[config.mk]
export PLATFORM = sky130hd
export DESIGN_NAME = bus_mem_responder
export DESIGN_NICKNAME = d
export VERILOG_FILES = /design/src/rtl/bus_mem_responder.sv
export SDC_FILE = /design/constraint.sdc
export NUM_CORES = 1
export LEC_CHECK = 0
export CAP_MARGIN = 30
export CELL_PAD_IN_SITES_DETAIL_PLACEMENT = 1
export CELL_PAD_IN_SITES_GLOBAL_PLACEMENT = 1
export CORE_ASPECT_RATIO = 0.6
export CORE_UTILIZATION = 40
export DETAILED_ROUTE_END_ITERATION = 7
export GPL_TIMING_DRIVEN = 0
export PLACE_DENSITY = 0.71
export SLEW_MARGIN = 20
export SYNTH_ARGS = -nofsm -noshare
export SYNTH_HDL_FRONTEND = slang
export SYNTH_SLANG_ARGS = --single-unit
export TNS_END_PERCENT = 1
[constraint.sdc]
create_clock -name clk50MHz -period 4.7 [get_ports clk50MHz]
set_clock_uncertainty 0.15 [all_clocks]
set_input_delay 0.47 -clock clk50MHz [delete_from_list [all_inputs] [get_ports clk50MHz]]
set_output_delay 0.47 -clock clk50MHz [all_outputs]
set_load 0.005 [all_outputs]
[src/rtl/bus_mem_responder.sv]
// bus_mem_responder: bus target with programmable wait states and a small word memory.
// Define BUS_RESP_BURST_EN for incrementing, wrapping bursts of 1..8 beats.
module bus_mem_responder #(
  parameter int          BUS_WIDTH   = 32,
  parameter int          CTRL_WIDTH  = 8,
  parameter int          ADDR_BITS   = 4,
  parameter logic [31:0] BASE_ADDR   = 32'h0000_1000,
  parameter int          WAIT_CYCLES = 2
) (
  input  logic                  clk50MHz,
  input  logic                  reset_n,
  input  logic                  bus_addr_valid,
  input  logic [BUS_WIDTH-1:0]  bus_in,
  input  logic [CTRL_WIDTH-1:0] ctrl_in,
  output logic [BUS_WIDTH-1:0]  bus_out,
  output logic [CTRL_WIDTH-1:0] ctrl_out,
  output logic                  err
);
  typedef enum logic [1:0] {IDLE, WAIT, DATA} state_t;
  state_t r_state, w_next;
  logic [BUS_WIDTH-1:0] r_mem [2**ADDR_BITS];
  logic [ADDR_BITS-1:0] r_ptr;
  logic [3:0] r_cnt;
  logic r_we, r_err;
  logic w_hit, w_last, w_unused;
  assign w_hit = bus_addr_valid && (bus_in[31:ADDR_BITS+2] == BASE_ADDR[31:ADDR_BITS+2]);
  assign w_unused = ^ctrl_in;
  assign err = r_err;
`ifdef BUS_RESP_BURST_EN
  logic [2:0] r_len;
  always_ff @(posedge clk50MHz or negedge reset_n) begin
    if (!reset_n) r_len <= '0;
    else if (r_state == IDLE && w_hit) r_len <= ctrl_in[4:2];
    else if (r_state == DATA && r_len != 3'd0) r_len <= r_len - 3'd1;
  end
  assign w_last = (r_len == 3'd0);
`else
  assign w_last = 1'b1;
`endif
  always_ff @(posedge clk50MHz or negedge reset_n) begin
    if (!reset_n) r_state <= IDLE;
    else r_state <= w_next;
  end
  always_comb begin
    w_next = r_state;
    ctrl_out = '0;
    bus_out = '0;
    w_next = (r_state == IDLE && w_hit) ? WAIT :
             (r_state == WAIT && r_cnt == 4'd0) ? DATA :
             (r_state == DATA && w_last) ? IDLE : r_state;
    ctrl_out[0] = (r_state == WAIT) && (r_cnt != 4'd0);
    bus_out = (r_state == DATA && !r_we) ? r_mem[r_ptr] : '0;
  end
  always_ff @(posedge clk50MHz or negedge reset_n) begin
    if (!reset_n) begin
      r_ptr <= '0;
      r_cnt <= '0;
      r_we <= 1'b0;
      r_err <= 1'b0;
    end else begin
      r_err <= bus_addr_valid && (r_state != IDLE);
      if (r_state == IDLE && w_hit) begin
        r_ptr <= bus_in[ADDR_BITS+1:2];
        r_we <= ctrl_in[1];
        r_cnt <= 4'(WAIT_CYCLES);
      end else if (r_state == WAIT && r_cnt != 4'd0) r_cnt <= r_cnt - 4'd1;
      else if (r_state == DATA) r_ptr <= r_ptr + 1'b1;
    end
  end
  // Memory is deliberately outside the reset domain so contents survive reset.
  always_ff @(posedge clk50MHz) begin
    if (r_state == DATA && r_we) r_mem[r_ptr] <= bus_in;
  end
endmodule

* Word-level counts from Yosys, hierarchy flattened
Memories as Yosys holds them, arrays and structs flattened. Index checks and enable logic that the tools add are counted.
Word-level totals: memory bits (writable) 512, memories kept 1, bits of input ports 43, register bits 12, output and inout bits 41
Memory list:
- r_mem | words 16, width 32, read ports 1, clocked after Yosys merged registers in 0, write ports 1, line 21 | logic [BUS_WIDTH-1:0] r_mem [2**ADDR_BITS];
Operators by class: reductions and logical operators 16, multiplexer cells 11, add/subtract/negate cells 2, equal/unequal tests 4
Operator list (number):
- two-way mux 32 bit | 1
- == test 26 x 7 -> 1 bit (second input constant) | 1
- two-way mux 4 bit | 5
- logical AND 1 bit | 7
- two-way mux 2 bit | 3
- nonzero test 2 bit | 3
- adder 4 x 1 -> 4 bit (second input constant) | 1
- zero test 4 bit | 1
- nonzero test 4 bit | 1
- subtractor 4 x 1 -> 4 bit (second input constant) | 1
- nonzero test 3 bit | 1
- == test 2 x 1 -> 1 bit (second input constant) | 1
- == test 2 bit (second input constant) | 1
- zero test 2 bit | 1
- two-way mux 1 bit | 2
- != test 2 x 1 -> 1 bit (second input constant) | 1
- AND reduction 2 bit | 1
- zero test 1 bit | 1

* Longest topological paths before layout
Gate-level depths: netlist of the first run.
word-level depth 5, gate-level depth with buffers 8

* Worst setup path before layout of the first run
OpenSTA, ideal clock, no wires.
kind register to register, start reg r_ptr[0], end mem r_mem[0][0], enable pin, arrival time 3407 ps, cell stages (with the launch flop) 8, buffers on the path 3, setup slack 682 ps, required time 4089 ps, cell sequence dfrtp_1 -> buf_6 -> buf_12 -> buf_12 -> inv_1 -> ha_1 -> nand3_1 -> nor3_1
RTL lines:
- start: declaration | line 22 | logic [ADDR_BITS-1:0] r_ptr;
- start signal: assignment | line 63 | r_ptr <= bus_in[ADDR_BITS+1:2];
- start signal: assignment | line 67 | else if (r_state == DATA) r_ptr <= r_ptr + 1'b1;
- end: declaration | line 21
No word-level cell before the write port.

* Worst setup path after layout of the first run
start reg r_ptr[3], end out bus_out[2]
Between the ends: cells in the longest elaborated chain, start to end 2
Ends and longest elaborated chain:
- memory read (16 x 32 bit)
- two-way mux 32 bit | line 52 | bus_out = (r_state == DATA && !r_we) ? r_mem[r_ptr] : '0;
- end: declaration | line 15 | output logic [BUS_WIDTH-1:0] bus_out,
No other way between the ends.

==> results.sh, run 1 <==
export IMPL_diodes=0
export IMPL_globalplace_congestion=0.7683
export IMPL_clkSinkCount=524
export IMPL_critical_path_depth=7
export IMPL_crit_end="bus_out[2]"
export IMPL_drt_initial_drc_count=1093
export IMPL_synth_area_um2=20310
export IMPL_port_buffers=69
export IMPL_cts_root_buf="clkbuf_16"
export IMPL_holdWs_ns=0.1437
export IMPL_syn_inst=883
export IMPL_cp_startpoint="r_ptr[3]$_DFFE_PN0P_"
export IMPL_cp_end_kind="output pin"
export IMPL_grt_max_degree=21
export IMPL_crit_path_max_incr_delay_ns=0.75
export IMPL_grt_pass1_vias=10420
export IMPL_crit_arrival_ns=3.73
export IMPL_cellPowerDensity_nw_per_um2=372.3
export IMPL_critical_path_class="reg2out"
export IMPL_power_frac_seq_pct=56.9
export IMPL_switching_share_pct=19.77
export IMPL_slew_headroom_pct=33.60
export IMPL_syn_area_per_cell_um2=23.00
export IMPL_worst_slew_pin_slew_ns=0.9960
export IMPL_rsz0062_at_grt="no"
export IMPL_via_per_inst=5.626
export IMPL_antenna_found_initial=1
export IMPL_crit_chain="buf_2 -> nand2b_1 -> nor3_2 -> clkbuf_1 -> a22oi_1 -> nand2_1 -> clkdlybuf4s50_1"
export IMPL_synth_seq_cells=524
export IMPL_p_leak_nw=7.808
export IMPL_pwr_share_comb_pct=1.2
export IMPL_regToRegSetupSlack_ns=1.37
export IMPL_dr_pass1_iters=5
export IMPL_drv_slew=0
export IMPL_yosys_warnings=0
export IMPL_core_area_um2=49740
export IMPL_setup_viol=0
export IMPL_finalCritPeriodShare_pct=92.61
export IMPL_wl_um=50890
export IMPL_min_period_ns=4.352
export IMPL_cp_required_ns=4.08
export IMPL_fp_dieH_um=176.5
export IMPL_hp_class="in2async"
export IMPL_grt_pass1_wl_um=73430
export IMPL_fin_nets=1097
export IMPL_cts_resized=0
export IMPL_critPathSlowestCell="clkbuf_1"
export IMPL_drc_errors=0
export IMPL_ios=84
export IMPL_maxCapViolCount=0
export IMPL_layout_drive_gt1_share_pct=22.19
export IMPL_intPower_w=0.007223
export IMPL_reg2reg_to="r_mem[4][10]$_DFFE_PP_"
export IMPL_vias=9947
export IMPL_ir_worst_vdd_uv=238.4
export IMPL_finish_instance_area_um2=24190
export IMPL_clock_power_share_pct=41.9
export IMPL_track_usage_pct=20.08
export IMPL_path_clk_slew_ns=0.06
export IMPL_syn2layout_area_growth_pct=19.08
export IMPL_cts_max_level=2
export IMPL_cts_tree="done"
export IMPL_place_area_um2=22700
export IMPL_rows=63
export IMPL_dieArea_um2=51710
export IMPL_run_status="complete, no violations"
export IMPL_clk_latency_ns=0.58
export IMPL_hpwl_um=33760
export IMPL_post_cts_buffers=0
export IMPL_path_buf_inv=3
export IMPL_die_x_um=292.9
export IMPL_layout_commonest_cell="edfxtp_1"
export IMPL_ctsLongestPathBuffers=3
export IMPL_cts_hold_buf=0
export IMPL_synth_distinct_cells=40
export IMPL_switchingPower_w=0.001780
export IMPL_report_final_hold_viol_count=0
export IMPL_r2r_start="r_ptr[1]$_DFFE_PN0P_"
export IMPL_numCtsBuffers=47
export IMPL_cp_start_kind="flip-flop"
export IMPL_cp_top_family="buffers and inverters"
export IMPL_overflow=0
export IMPL_drt_antenna_violating_nets=0
export IMPL_r2r_cells=7
export IMPL_yosysSeqAreaShare_pct=77.18
export IMPL_start_util_pct=40.83
export IMPL_max_freq_ghz=0.2298
export IMPL_layout_common_cells="512 x edfxtp_1, 78 x mux4_2, 69 x clkdlybuf4s50_1, 63 x a22oi_1, 50 x mux4_1"
export IMPL_post_drt_wl_per_cell_um=28.78
export IMPL_worst_path_max_fanout=10
-- kinds of logic after synthesis --
family	Yosys count	share of synthesized area, %
other cells	1	0.01846
compound gates	71	2.593
simple gates	88	2.131
buf+inv	56	2.144
xor+xnor	4	0.1725
fa+ha+maj	6	0.3696
flops	524	77.18
mux	133	15.39
-- synth_stat cells (all sizes together) --
cell	n	area share, %
nor4	5	0.18
nor3b	2	0.074
nand2b	4	0.12
or3b	1	0.043
o21ai	4	0.099
dfrtp	12	1.5
nand4b	1	0.043
xor2	1	0.043
ha	6	0.37
xnor2	3	0.13
nor4b	2	0.086
a22oi	64	2.4
nand3	4	0.099
inv	4	0.074
mux4	128	15
nand3b	1	0.037
conb	1	0.018
o31a	1	0.043
mux2	5	0.28
edfxtp	512	76
o21a	1	0.037
nor2b	2	0.062
buf	33	1.7
nand4	3	0.092
nor2	16	0.31
a21oi	1	0.025
nor3	10	0.30
clkbuf	19	0.35
nand2	37	0.68
-- power groups by stage --
stage / Combinational [W] / Sequential, W / Clock (W)
2_1_floorplan: 0.00000694 / 0.00523 / 0
5_1_grt: 0.000114 / 0.00512 / 0.00401
3_5_place_dp: 0.000105 / 0.00522 / 0
6_report: 0.000105 / 0.00512 / 0.00378
4_1_cts: 0.000105 / 0.00512 / 0.00384
3_3_place_gp: 0.0000967 / 0.00522 / 0
-- worst min-delay path by stage --
stage / startpoint / end / slack [ns] / depth (start not counted)
finish: reset_n / r_cnt[1]$_DFFE_PN0P_ / 0.14 / 1
global route: reset_n / r_cnt[0]$_DFFE_PN0P_ / 0.16 / 1
CTS: reset_n / r_cnt[1]$_DFFE_PN0P_ / 0.13 / 1
detailed placement: r_cnt[1]$_DFFE_PN0P_ / r_cnt[1]$_DFFE_PN0P_ / 0.39 / 1
global placement: r_cnt[1]$_DFFE_PN0P_ / r_cnt[1]$_DFFE_PN0P_ / 0.38 / 1
floorplan: reset_n / err$_DFF_PN0_ / 0.02 / 0
-- metrics by stage --
stage	utilization [%]	TNS, ns	std cells	worst slack (ns)	power [W]
after floorplan	-	0	889	0.6822	0.005232
after global placement	43.98	-492.44	1640	-2.783	0.005321
after detailed placement	45.64	0	1681	1.015	0.005330
after CTS	48.63	0	1768	0.3756	0.009068
after global routing	48.63	0	1768	0.2030	0.009240
final	48.63	0	1768	0.3475	0.009003
-- state kept, by name, summed over array words and instances, names as in the netlist --
signal / count
err: 1
r_we: 1
r_ptr: 4
r_mem: 512
r_state: 2
r_cnt: 4
-- routing by layer --
layer,global-route usage (%),wire (um),up-vias
met1,30.04,23220,5342
li1,-,-,4123
met5,0,11,-
met3,4.368,3919,71
met2,30.26,22880,409
met4,4.428,850,2
-- area by class of cell --
| class | instances | area (um^2) |
|---|---|---|
| plain buffers | 52 | 420.4 |
| clock inverters | 25 | 221.5 |
| inverters | 4 | 15.01 |
| multi-input cells | 309 | 4333 |
| well taps | 682 | 853.3 |
| repair buffers | 110 | 1405 |
| fillers | 4404 | 25550 |
| flip-flops and latches | 524 | 15680 |
| clock buffers | 62 | 1262 |
Note: power is estimated with default switching activity, not from simulation.
==> inputs of run 2 (changes only) <==
==> constraint.sdc (replaced) <==
create_clock -name clk50MHz -period 4.6 [get_ports clk50MHz]
set_clock_uncertainty 0.15 [all_clocks]
set_input_delay 0.46 -clock clk50MHz [delete_from_list [all_inputs] [get_ports clk50MHz]]
set_output_delay 0.46 -clock clk50MHz [all_outputs]
set_load 0.005 [all_outputs]
==> results of run 2 <==
Same layout as run 1 (identical final DEF). Status: complete, no violations.
Main changes from that run: setup slack after placement 1.015 ns -> 0.9251 ns; setup slack after layout 0.3475 ns -> 0.2575 ns; hold slack 0.1437 ns -> 0.1337 ns; register-to-register setup slack 1.37 ns -> 1.27 ns; total power 0.009003 W -> 0.009199 W; worst IR drop on VDD 238.4 uV -> 243.6 uV
==> inputs of run 3 (changes only) <==
--- a/config.mk
+++ b/config.mk
@@ -9,10 +9,11 @@
 export CELL_PAD_IN_SITES_DETAIL_PLACEMENT = 1
 export CELL_PAD_IN_SITES_GLOBAL_PLACEMENT = 1
 export CORE_ASPECT_RATIO = 0.6
-export CORE_UTILIZATION = 40
+export CORE_UTILIZATION = 44
 export DETAILED_ROUTE_END_ITERATION = 7
 export GPL_TIMING_DRIVEN = 0
-export PLACE_DENSITY = 0.71
+export PLACE_DENSITY = 0.76
+export SKIP_LAST_GASP = 1
 export SLEW_MARGIN = 20
 export SYNTH_ARGS = -nofsm -noshare
 export SYNTH_HDL_FRONTEND = slang
==> run 3 against run 2 <==
Via count increased by 1.2%. Power rose by 1.6%. Non-clock buffer count grew 1. Combinational power barely moved. Cell area decreased by 0.32%. Core utilization is 4.7 points higher. Maximum frequency up 1.2%. Sequential cell count stayed put. Cell count decreased by 3.6%. Global-route usage up 2.5 points. Sequential power hardly changed.
==> results.sh, run 3 (synthesis results as in run 1) <==
export IMPL_ir_worst_vdd_uv=250.0
export IMPL_syn2layout_area_growth_pct=18.70
export IMPL_via_per_inst=5.907
export IMPL_port_buffers=69
export IMPL_top_layer="met4"
export IMPL_cts_root_buf="clkbuf_16"
export IMPL_cellPowerDensity_nw_per_um2=387.6
export IMPL_finalCritPeriodShare_pct=93.26
export IMPL_clkSinkCount=524
export IMPL_cp_required_ns=3.99
export IMPL_routed_wl_met3_um=3661
export IMPL_totalPowerFinal_w=0.009345
export IMPL_antenna_found_initial=0
export IMPL_overflow=0
export IMPL_diodes=0
export IMPL_max_freq_ghz=0.2331
export IMPL_grt_pass1_wl_um=75240
export IMPL_fp_dieH_um=168.4
export IMPL_layout_common_cells="512 x edfxtp_1, 78 x mux4_2, 69 x clkdlybuf4s50_1, 63 x a22oi_1, 50 x mux4_1"
export IMPL_maxCapViolCount=0
export IMPL_drc_errors=0
export IMPL_ctsLongestPathBuffers=3
export IMPL_r2r_cells=10
export IMPL_regToRegSetupSlack_ns=0.93
export IMPL_reg2reg_to="r_mem[0][20]$_DFFE_PP_"
export IMPL_cts_resized=0
export IMPL_finish_utilization_pct=53.34
export IMPL_min_period_ns=4.290
export IMPL_top_register="r_mem"
export IMPL_post_cts_buffers=0
export IMPL_dieArea_um2=47050
export IMPL_die_x_um=279.4
export IMPL_track_usage_pct=22.62
export IMPL_hpwl_um=34750
export IMPL_place_inst=1618
export IMPL_drt_initial_drc_count=1165
export IMPL_routed_wl_met2_um=23650
export IMPL_start_util_pct=44.94
export IMPL_cp_start_kind="flip-flop"
export IMPL_rsz0062_at_grt="no"
export IMPL_cts_hold_buf=0
export IMPL_fin_cells=1705
export IMPL_dr_pass1_iters=5
export IMPL_p_leak_nw=7.823
export IMPL_ios=84
export IMPL_cp_end_kind="output pin"
export IMPL_critical_path_class="reg2out"
export IMPL_path_clk_slew_ns=0.07
export IMPL_numCtsBuffers=47
export IMPL_globalplace_congestion=0.7330
export IMPL_crit_arrival_ns=3.68
export IMPL_worst_slew_pin_slew_ns=1.043
export IMPL_fin_tns_setup_ns=0
export IMPL_grt_pass1_vias=10510
export IMPL_setup_viol=0
export IMPL_post_drt_wl_per_cell_um=30.60
export IMPL_fin_nets=1098
export IMPL_vias=10070
export IMPL_hp_class="in2async"
export IMPL_worst_path_max_fanout=10
export IMPL_wl_met1_um=23910
export IMPL_slew_headroom_pct=30.47
export IMPL_drv_slew=0
export IMPL_cts_tree="done"
export IMPL_layout_commonest_cell="edfxtp_1"
export IMPL_drt_antenna_violating_nets=0
export IMPL_core_area_um2=45190
export IMPL_holdWs_ns=0.1292
export IMPL_reg_largest_list="r_mem x512, r_cnt x4, r_ptr x4"
export IMPL_r2r_start="r_ptr[1]$_DFFE_PN0P_"
export IMPL_wl_um=52180
export IMPL_layout_drive_gt1_share_pct=22.12
export IMPL_clk_latency_ns=0.57
export IMPL_largest_reg_flops=512
export IMPL_rows=60
export IMPL_run_status="complete, no violations"
export IMPL_cts_max_level=2
export IMPL_report_final_hold_viol_count=0
export IMPL_grt_max_degree=21
[run 3: changes by cell type in the layout (fill, tap and decap cells not counted), moves of 2 or more]
cell	before	now
buf_12	14	16
buf_16	16	11
buf_6	10	13
bufinv_16	3	6
clkbuf_16	47	49
clkbuf_8	3	0
clkinvlp_4	3	1
inv_6	3	0
[run 3: cell type report]
class / count / area (um^2)
Buffer: 52 / 420.4
Clock buffer: 61 / 1271
Clock inverter: 24 / 262.8
Fill cell: 3942 / 21090
Inverter: 4 / 15.01
Multi-Input combinational cell: 309 / 4339
Sequential cell: 524 / 15680
Tap cell: 620 / 775.7
Timing Repair Buffer: 111 / 1349
[run 3: through the flow]
step	setup slack, ns	cell area [um^2]
global placement	-3.013	21800
global route	0.2031	24110
detailed placement	0.9148	22550
finish	0.3100	24110
CTS	0.2951	24080
floorplan	0.5822	20330
[run 3: power breakdown]
part | internal, W | total [W] | switching [W]
clock network | 0.00228 | 0.00400 | 0.00172
logic | 0.0000310 | 0.000107 | 0.0000760
registers | 0.00523 | 0.00523 | 0.0000000000462
[run 3: worst max path at each step]
stage | startpoint | endpoint | slack [ns] | cells after the start
3_3_place_gp | r_ptr[1]$_DFFE_PN0P_ | r_mem[0][19]$_DFFE_PP_ | -3.01 | 6
5_1_grt | r_ptr[2]$_DFFE_PN0P_ | bus_out[23] | 0.20 | 7
6_report | r_ptr[3]$_DFFE_PN0P_ | bus_out[1] | 0.31 | 7
3_5_place_dp | r_ptr[2]$_DFFE_PN0P_ | bus_out[23] | 0.91 | 7
4_1_cts | r_ptr[2]$_DFFE_PN0P_ | bus_out[23] | 0.30 | 7
2_1_floorplan | r_ptr[0]$_DFFE_PN0P_ | r_mem[0][0]$_DFFE_PP_ | 0.58 | 7
[run 3: routing by layer]
layer	track usage [%]	vias up
met1	34.89	5441
met5	0	-
met4	4.847	0
met3	3.802	81
met2	34.08	434
li1	-	4115
[run 3: worst max-delay path, cell delays in order (launching register included)]
cell and delay [ns]:
dfrtp_1 0.36, buf_2 0.20, nand2b_1 0.41, nor3_2 0.60, clkbuf_1 0.64, a22oi_1 0.25
nand2_1 0.14, clkdlybuf4s50_1 0.51
